`src/rtl/pe_part_sum_collect_rx.sv`:
```
// pe_part_sum_collect_rx
// Receive side of the PE partial-sum exchange for the V computation stage.
// Packets from the network interface carry a rank index in the low address
// bits; each one is added (saturating) into that rank's accumulator. When
// every valid rank has received num_src contributions, fin_rx_part_sum
// pulses for one cycle and the block drops back to idle. Accumulators stay
// readable in idle until the next start.

module pe_part_sum_collect_rx #(
    parameter int DATA_WIDTH        = 16,
    parameter int RANK_WIDTH        = 6,
    parameter int ROUTER_ADDR_WIDTH = 8,
    parameter int SRC_WIDTH         = 6
) (
    input  logic                         clk,
    input  logic                         rst,
    input  logic                         start,
    input  logic [RANK_WIDTH-1:0]        rank_no,
    input  logic [SRC_WIDTH-1:0]         num_src,
    input  logic                         recv_valid,
    input  logic [ROUTER_ADDR_WIDTH-1:0] recv_addr,
    input  logic [DATA_WIDTH-1:0]        recv_data,
    output logic                         recv_rdy,
    input  logic                         acc_read_en,
    input  logic [RANK_WIDTH-1:0]        acc_read_addr,
    output logic [DATA_WIDTH-1:0]        acc_read_data,
    output logic                         busy,
    output logic                         fin_rx_part_sum,
    output logic                         rx_err
);

    localparam int DEPTH       = 1 << RANK_WIDTH;
    // Wide enough for the full rank_no * num_src product.
    localparam int TOTAL_WIDTH = RANK_WIDTH + SRC_WIDTH;

    typedef enum logic {
        ST_IDLE    = 1'b0,
        ST_COLLECT = 1'b1
    } state_t;

    state_t                  state_q, state_d;
    logic [RANK_WIDTH-1:0]   rank_no_q, rank_no_d;
    logic [SRC_WIDTH-1:0]    num_src_q, num_src_d;
    logic [DATA_WIDTH-1:0]   acc_q [DEPTH];
    logic [DATA_WIDTH-1:0]   acc_d [DEPTH];
    logic [SRC_WIDTH-1:0]    cnt_q [DEPTH];
    logic [SRC_WIDTH-1:0]    cnt_d [DEPTH];
    logic [TOTAL_WIDTH-1:0]  total_q, total_d;
    logic                    fin_q, fin_d;
    logic                    err_q, err_d;
    logic [DATA_WIDTH-1:0]   rd_data_q, rd_data_d;

    logic [RANK_WIDTH-1:0]   pkt_idx;
    logic                    pkt_hi_bad;
    logic                    pkt_accept;
    logic                    pkt_drop;
    logic [TOTAL_WIDTH-1:0]  total_target;
    logic [TOTAL_WIDTH-1:0]  total_inc;
    logic [DATA_WIDTH:0]     sum_wide;
    logic [DATA_WIDTH-1:0]   sum_sat;

    // Handshake and status outputs are decoded straight from registered state.
    assign recv_rdy        = (state_q == ST_COLLECT);
    assign busy            = (state_q == ST_COLLECT);
    assign fin_rx_part_sum = fin_q;
    assign rx_err          = err_q;
    assign acc_read_data   = rd_data_q;

    // Packet decode: target index, drop reasons and the saturating sum.
    always_comb begin
        pkt_idx      = recv_addr[RANK_WIDTH-1:0];
        pkt_hi_bad   = |recv_addr[ROUTER_ADDR_WIDTH-1:RANK_WIDTH];
        pkt_accept   = recv_valid && recv_rdy && !start;
        pkt_drop     = pkt_hi_bad
                       || (pkt_idx >= rank_no_q)
                       || (cnt_q[pkt_idx] == num_src_q);
        total_target = TOTAL_WIDTH'(rank_no_q) * TOTAL_WIDTH'(num_src_q);
        total_inc    = total_q + TOTAL_WIDTH'(1);
        sum_wide     = {acc_q[pkt_idx][DATA_WIDTH-1], acc_q[pkt_idx]}
                       + {recv_data[DATA_WIDTH-1], recv_data};
        if (sum_wide[DATA_WIDTH] != sum_wide[DATA_WIDTH-1]) begin
            sum_sat = sum_wide[DATA_WIDTH] ? {1'b1, {(DATA_WIDTH-1){1'b0}}}
                                           : {1'b0, {(DATA_WIDTH-1){1'b1}}};
        end else begin
            sum_sat = sum_wide[DATA_WIDTH-1:0];
        end
    end

    // Next-state logic: start handling, packet accumulation and completion.
    always_comb begin
        state_d   = state_q;
        rank_no_d = rank_no_q;
        num_src_d = num_src_q;
        total_d   = total_q;
        err_d     = err_q;
        fin_d     = 1'b0;
        for (int k = 0; k < DEPTH; k++) begin
            acc_d[k] = acc_q[k];
            cnt_d[k] = cnt_q[k];
        end

        // Reads see the pre-update value when they collide with a write.
        rd_data_d = acc_read_en ? acc_q[acc_read_addr] : rd_data_q;

        if (start) begin
            rank_no_d = rank_no;
            num_src_d = num_src;
            total_d   = '0;
            err_d     = 1'b0;
            for (int k = 0; k < DEPTH; k++) begin
                acc_d[k] = '0;
                cnt_d[k] = '0;
            end
            if ((rank_no == '0) || (num_src == '0)) begin
                state_d = ST_IDLE;
                fin_d   = 1'b1;
            end else begin
                state_d = ST_COLLECT;
            end
        end else if (pkt_accept) begin
            if (pkt_drop) begin
                err_d = 1'b1;
            end else begin
                acc_d[pkt_idx] = sum_sat;
                cnt_d[pkt_idx] = cnt_q[pkt_idx] + SRC_WIDTH'(1);
                total_d        = total_inc;
                if (total_inc == total_target) begin
                    state_d = ST_IDLE;
                    fin_d   = 1'b1;
                end
            end
        end
    end

    // State register with synchronous reset that clears the whole bank.
    always_ff @(posedge clk) begin
        if (rst) begin
            state_q   <= ST_IDLE;
            rank_no_q <= '0;
            num_src_q <= '0;
            total_q   <= '0;
            fin_q     <= 1'b0;
            err_q     <= 1'b0;
            rd_data_q <= '0;
            for (int k = 0; k < DEPTH; k++) begin
                acc_q[k] <= '0;
                cnt_q[k] <= '0;
            end
        end else begin
            state_q   <= state_d;
            rank_no_q <= rank_no_d;
            num_src_q <= num_src_d;
            total_q   <= total_d;
            fin_q     <= fin_d;
            err_q     <= err_d;
            rd_data_q <= rd_data_d;
            for (int k = 0; k < DEPTH; k++) begin
                acc_q[k] <= acc_d[k];
                cnt_q[k] <= cnt_d[k];
            end
        end
    end

endmodule

```
`config.mk`:
```
export PLATFORM = sky130hd
export DESIGN_NAME = pe_part_sum_collect_rx
export DESIGN_NICKNAME = d
export VERILOG_FILES = /design/src/rtl/pe_part_sum_collect_rx.sv
export SDC_FILE = /design/constraint.sdc
export NUM_CORES = 2
export LEC_CHECK = 0
export ABC_CLOCK_PERIOD_IN_PS = 18180
export BUFFER_PORTS_ARGS = -buffer_cell sky130_fd_sc_hd__buf_2
export CAP_MARGIN = 20
export CORE_MARGIN = 8
export CORE_UTILIZATION = 28
export CTS_CLUSTER_DIAMETER = 30
export DETAILED_ROUTE_END_ITERATION = 12
export GPL_TIMING_DRIVEN = 0
export PLACE_DENSITY = 0.42
export REMOVE_ABC_BUFFERS = 1
export SYNTH_ARGS = -nofsm -noshare
export SYNTH_HDL_FRONTEND = slang
export SYNTH_SLANG_ARGS = --single-unit
```
`constraint.sdc`:
```
create_clock -name clk -period 18.18 [get_ports clk]
set_clock_uncertainty 0.2 [all_clocks]
set_input_delay 5.454 -clock clk [delete_from_list [all_inputs] [get_ports clk]]
set_output_delay 5.454 -clock clk [all_outputs]
set_load 0.01 [all_outputs]
```
# After elaboration in Yosys (flattened, before gate mapping)
# Memories as Yosys holds them, arrays and structs flattened. A register that Yosys moved wholly into a read port is not among the register bits.
# Cells that the tools add are included.
# Widths: inputs -> output; s select.
[classes]
eq_ne = 4
add_sub_neg = 3
shifts = 0
n_mul = 1
n_lt_le_gt_ge = 3
mux = 155
reduce_logical = 16
div = 0
bitwise = 130
[op_table]
columns = ["op", "count"]
rows = [
  ["$mux 1024", 3],
  ["$mux 384", 3],
  ["$mux 16", 67],
  ["$bwmux 1024", 1],
  ["$mux 6", 65],
  ["$bwmux 384", 1],
  ["$or 1x1->1", 128],
  ["$demux 16 s6", 1],
  ["$demux 6 s6", 1],
  ["$add 16x16->17", 1],
  ["$mux 1", 13],
  ["$add 12x1->12 const B", 1],
  ["$eq 12x12->1", 1],
  ["$logic_not 6->1", 2],
  ["$mul 6x6->12", 1],
  ["$ge 7x7->1 const B", 1],
  ["$lt 7x1->1 const B", 1],
  ["$not 6->7", 1],
  ["$add 6x1->6 const B", 1],
  ["$eq 6x6->1", 1],
  ["$ge 6x6->1", 1],
  ["$reduce_and 2->1", 2],
  ["$reduce_bool 2->1", 2],
  ["$reduce_or 2->1", 2],
  ["other kinds (7)", 11],
]
[totals]
n_memories = 2
romBits = 0
input_bits = 47
word_cells = 320
regBits = 27
latch_bits = 0
out_inout_bits = 20
ram_bits = 1408
[mem_list]
columns = ["memory", "words", "word_bits", "read_ports", "rd_ports_with_merged_regs", "wr", "line", "source"]
rows = [
  ["acc_q", 64, 16, 66, 1, 64, "44", "logic [DATA_WIDTH-1:0] acc_q [DEPTH];"],
  ["cnt_q", 64, 6, 65, 0, 64, "46", "logic [SRC_WIDTH-1:0] cnt_q [DEPTH];"],
]

# Longest topological paths before layout
[depth]
ltp_word = 10
depth_mapped = 28
mapped_depth_nobuf = 20

# Worst setup path after synthesis
# No wires, ideal clock.
[synth_timing]
path_kind = "input-to-reg"
from = "in recv_addr[2]"
to = "mem acc_q[0][13]"
stages = 25
t_arrival_ps = 11221
path_slack_ps = 6642
n_path_buf = 8
setup_ps = 117
required_ps = 17863
cell_sequence = "buf_2 buf_6 clkinv_1 buf_2 clkbuf_1 nor3_1 buf_1 clkbuf_1 a221oi_1 a31oi_1 a21oi_1 nand4_1 ha_1 nor2b_1 o21ai_0 a21boi_0 o41ai_1 nor3_1 o41ai_1 a31oi_1 nor2_1 clkbuf_1 o21ai_1 clkbuf_1 a22o_1"
[synth_rtl]
columns = ["item", "line", "source"]
rows = [
  ["from (decl)", "21", "input logic [ROUTER_ADDR_WIDTH-1:0] recv_addr,"],
  ["to (decl)", "44", ""],
]

==> qor.yml <==
drcViolationCount: 0
fin_crit_ns: 13.72
crit_required_ns: 18.77
p_leak_nw: 31.52
antenna_found_initial: 15
maxSlewHeadroom_pct: 19.29
start_util_pct: 28.05
p_per_area_nw_per_um2: 119.5
slew_viol_final: 0
synth_edf_count: 0
ctsRootBufferMaster: "clkbuf_16"
grt_pass1_vias: 57210
netlist_top_cells_area: "dfxtp_1 42%, a22o_1 13%, mux4_2 12%"
syn_area_per_cell_um2: 11.33
hold_path_class: "reg -> reg"
max_freq_mhz: 72.91
drt_pass1_iterations: 8
die-area_um2: 261600
routedWlPerCell_um: 31.27
grt_pass1_wl_um: 436200
post-cts-setup-buffers: 0
r2r_slack_ns: 11.02
cp.buffers_inverters: 13
worst_slew_pin_slew_ns: 1.211
num-fill-cells: 23710
synthTopCellsByCount: "1451 x dfxtp_1, 1058 x a22o_1, 515 x nand2_1"
htreeDepth: 5
cts_buffers: 385
cts_sinks: 1451
synth_flop_cell: "dfxtp_1"
dp_cells: 9069
ctsResizeCount: 0
drv_cap: 0
ir_drop_mv: 0.09556
multi_input_area_um2: 37360
cpMaxStageDelayCell: "nor2_4"
clock_latency_ns: 0.96
routed_via_density: 5.906
cts-hold-fix-buffers: 0
status: "finished, final reports clean"
grt_use_total_pct: 22.27
area_delta_synth_final_pct: 30.59
fin_area_um2: 89750
start_kind: "primary input"
postPlaceCellArea_um2: 76540
first_iter_violations: 6237
clk_path_buf_depth: 4
path_clk_slew_ns: 0.04
ios: 67
cpPeakStageDelay_ns: 0.76
routed_wl_um: 305200
synth.most_common_cell: "dfxtp_1"
ys_ff_latch: 1451
crit_arrival_ns: 14.30
rsz0062_at_grt: "no"
tns_ns: 0
ys_warn_count: 0
fp-row-count: 182
instances_no_fill: 9762
yosys.area.top_type_share_pct: 42.27
synthArstFlopShare_pct: 0
crit_type: "in -> reg"
endpoint_kind: "register"
coreArea_um2: 245000
seq_area_frac_synth_pct: 42.27
num_vias: 57650
synth_cells: 6068
setup_violations: 0
final_nets: 6348
hold_violations: 0
cp_max_fo: 25
finalCritPeriodShare_pct: 75.44
port_buffers: 66
overflow: 0
drt.antenna.violating_nets: 0
ys_types: 72
crit_top_cell: "buf_6"
finalHoldWorstSlack_ns: 0.2473
drive_gt1_share_pct: 26.37
fin_util_pct: 36.63
tritoncts: "built"
crit_family: "compound AO/OA/AOI/OAI gates"
globalplace.congestion: 0.8301
die_width_um: 511.4
syn-cell-area_um2: 68730
hpwl_um: 208800
seqCellArea_um2: 29050
yosysTopAreaCell: "dfxtp_1"
die_y_um: 511.4
grt_max_degree: 82
==> registers in the layout, summed over array words and instances (netlist names) <==
register         flops
fin_rx_part_sum      1
acc_read_data       16
cnt_q              384
total_q             12
num_src_q            6
acc_q             1024
rank_no_q            6
busy                 1
rx_err               1
==> logic make-up after synthesis <==
group / share of synthesized area [%]
buffers and inverters: 4.628
DFF: 42.27
AOI/OAI and AO/OA: 24.14
adders and majority gates: 1.340
xor gates and xnor gates: 0.6754
muxes: 19.29
and+or+nand+nor: 7.659
==> cell usage in the layout, fill, tap and decap left out, types with 60 or more instances in the layout <==
master and n:
dfxtp_1 1451, a22o_1 1058, nand2_1 507, mux2i_1 494, clkbuf_16 393, a22oi_1 362
mux4_2 357, a221oi_1 190, buf_6 153, nand3_1 112, a21oi_1 82, buf_4 75
clkinv_2 71, clkbuf_8 63, a31oi_4 61, buf_8 61, a31oi_1 60, buf_2 60
==> final cells by class <==
type                            instances  area share (%)
Clock inverter                        176           2.533
Clock buffer                          509           12.15
Sequential cell                      1451           32.36
Antenna cell                            5         0.01394
Inverter                               47          0.1980
Multi-Input combinational cell       3904           41.62
Tap cell                             3220           4.489
Timing Repair Buffer                  450           6.632
==> worst min-delay path, stage by stage (launching register included) <==
cell and delay [ns]:
dfxtp_1 0.30, inv_1 0.05, a21oi_1 0.05
==> metrics by stage <==
stage                     worst slack (ns)  total power, mW
after detailed placement             3.682            3.884
after global placement              -41.72            3.772
after global routing                 4.255            11.00
after CTS                            4.684            10.80
final                                4.464            10.72
after floorplan                     -15.95            3.485
==> per-layer routing <==
layer | wire length, um | global-route usage (%) | part of all wire (%)
met5 | 68 | 0 | 0.022
met1 | 129500 | 29.78 | 42
met4 | 14360 | 9.178 | 4.7
met2 | 137600 | 35.20 | 45
met3 | 23660 | 4.332 | 7.8
==> worst paths after layout <==
kind,from,end,depth (start not counted)
worst max register to register,acc_q[32][2]$_SDFFE_PP0P_,acc_q[45][13]$_SDFFE_PP0P_,19
worst min register to register,rx_err$_SDFFE_PP0P_,rx_err$_SDFFE_PP0P_,2
worst max-delay path,recv_addr[0],acc_q[45][13]$_SDFFE_PP0P_,31
worst min-delay path,rx_err$_SDFFE_PP0P_,rx_err$_SDFFE_PP0P_,2
==> power by group <==
group          switching [mW]  total, mW  leakage [nW]  internal (mW)
combinational           0.458      0.633          13.4          0.175
clock                    2.07       6.89          6.43           4.82
sequential            0.00498       3.20          11.7           3.19
total                    2.53       10.7          31.5           8.19
Power figures use the tool's default switching activity.
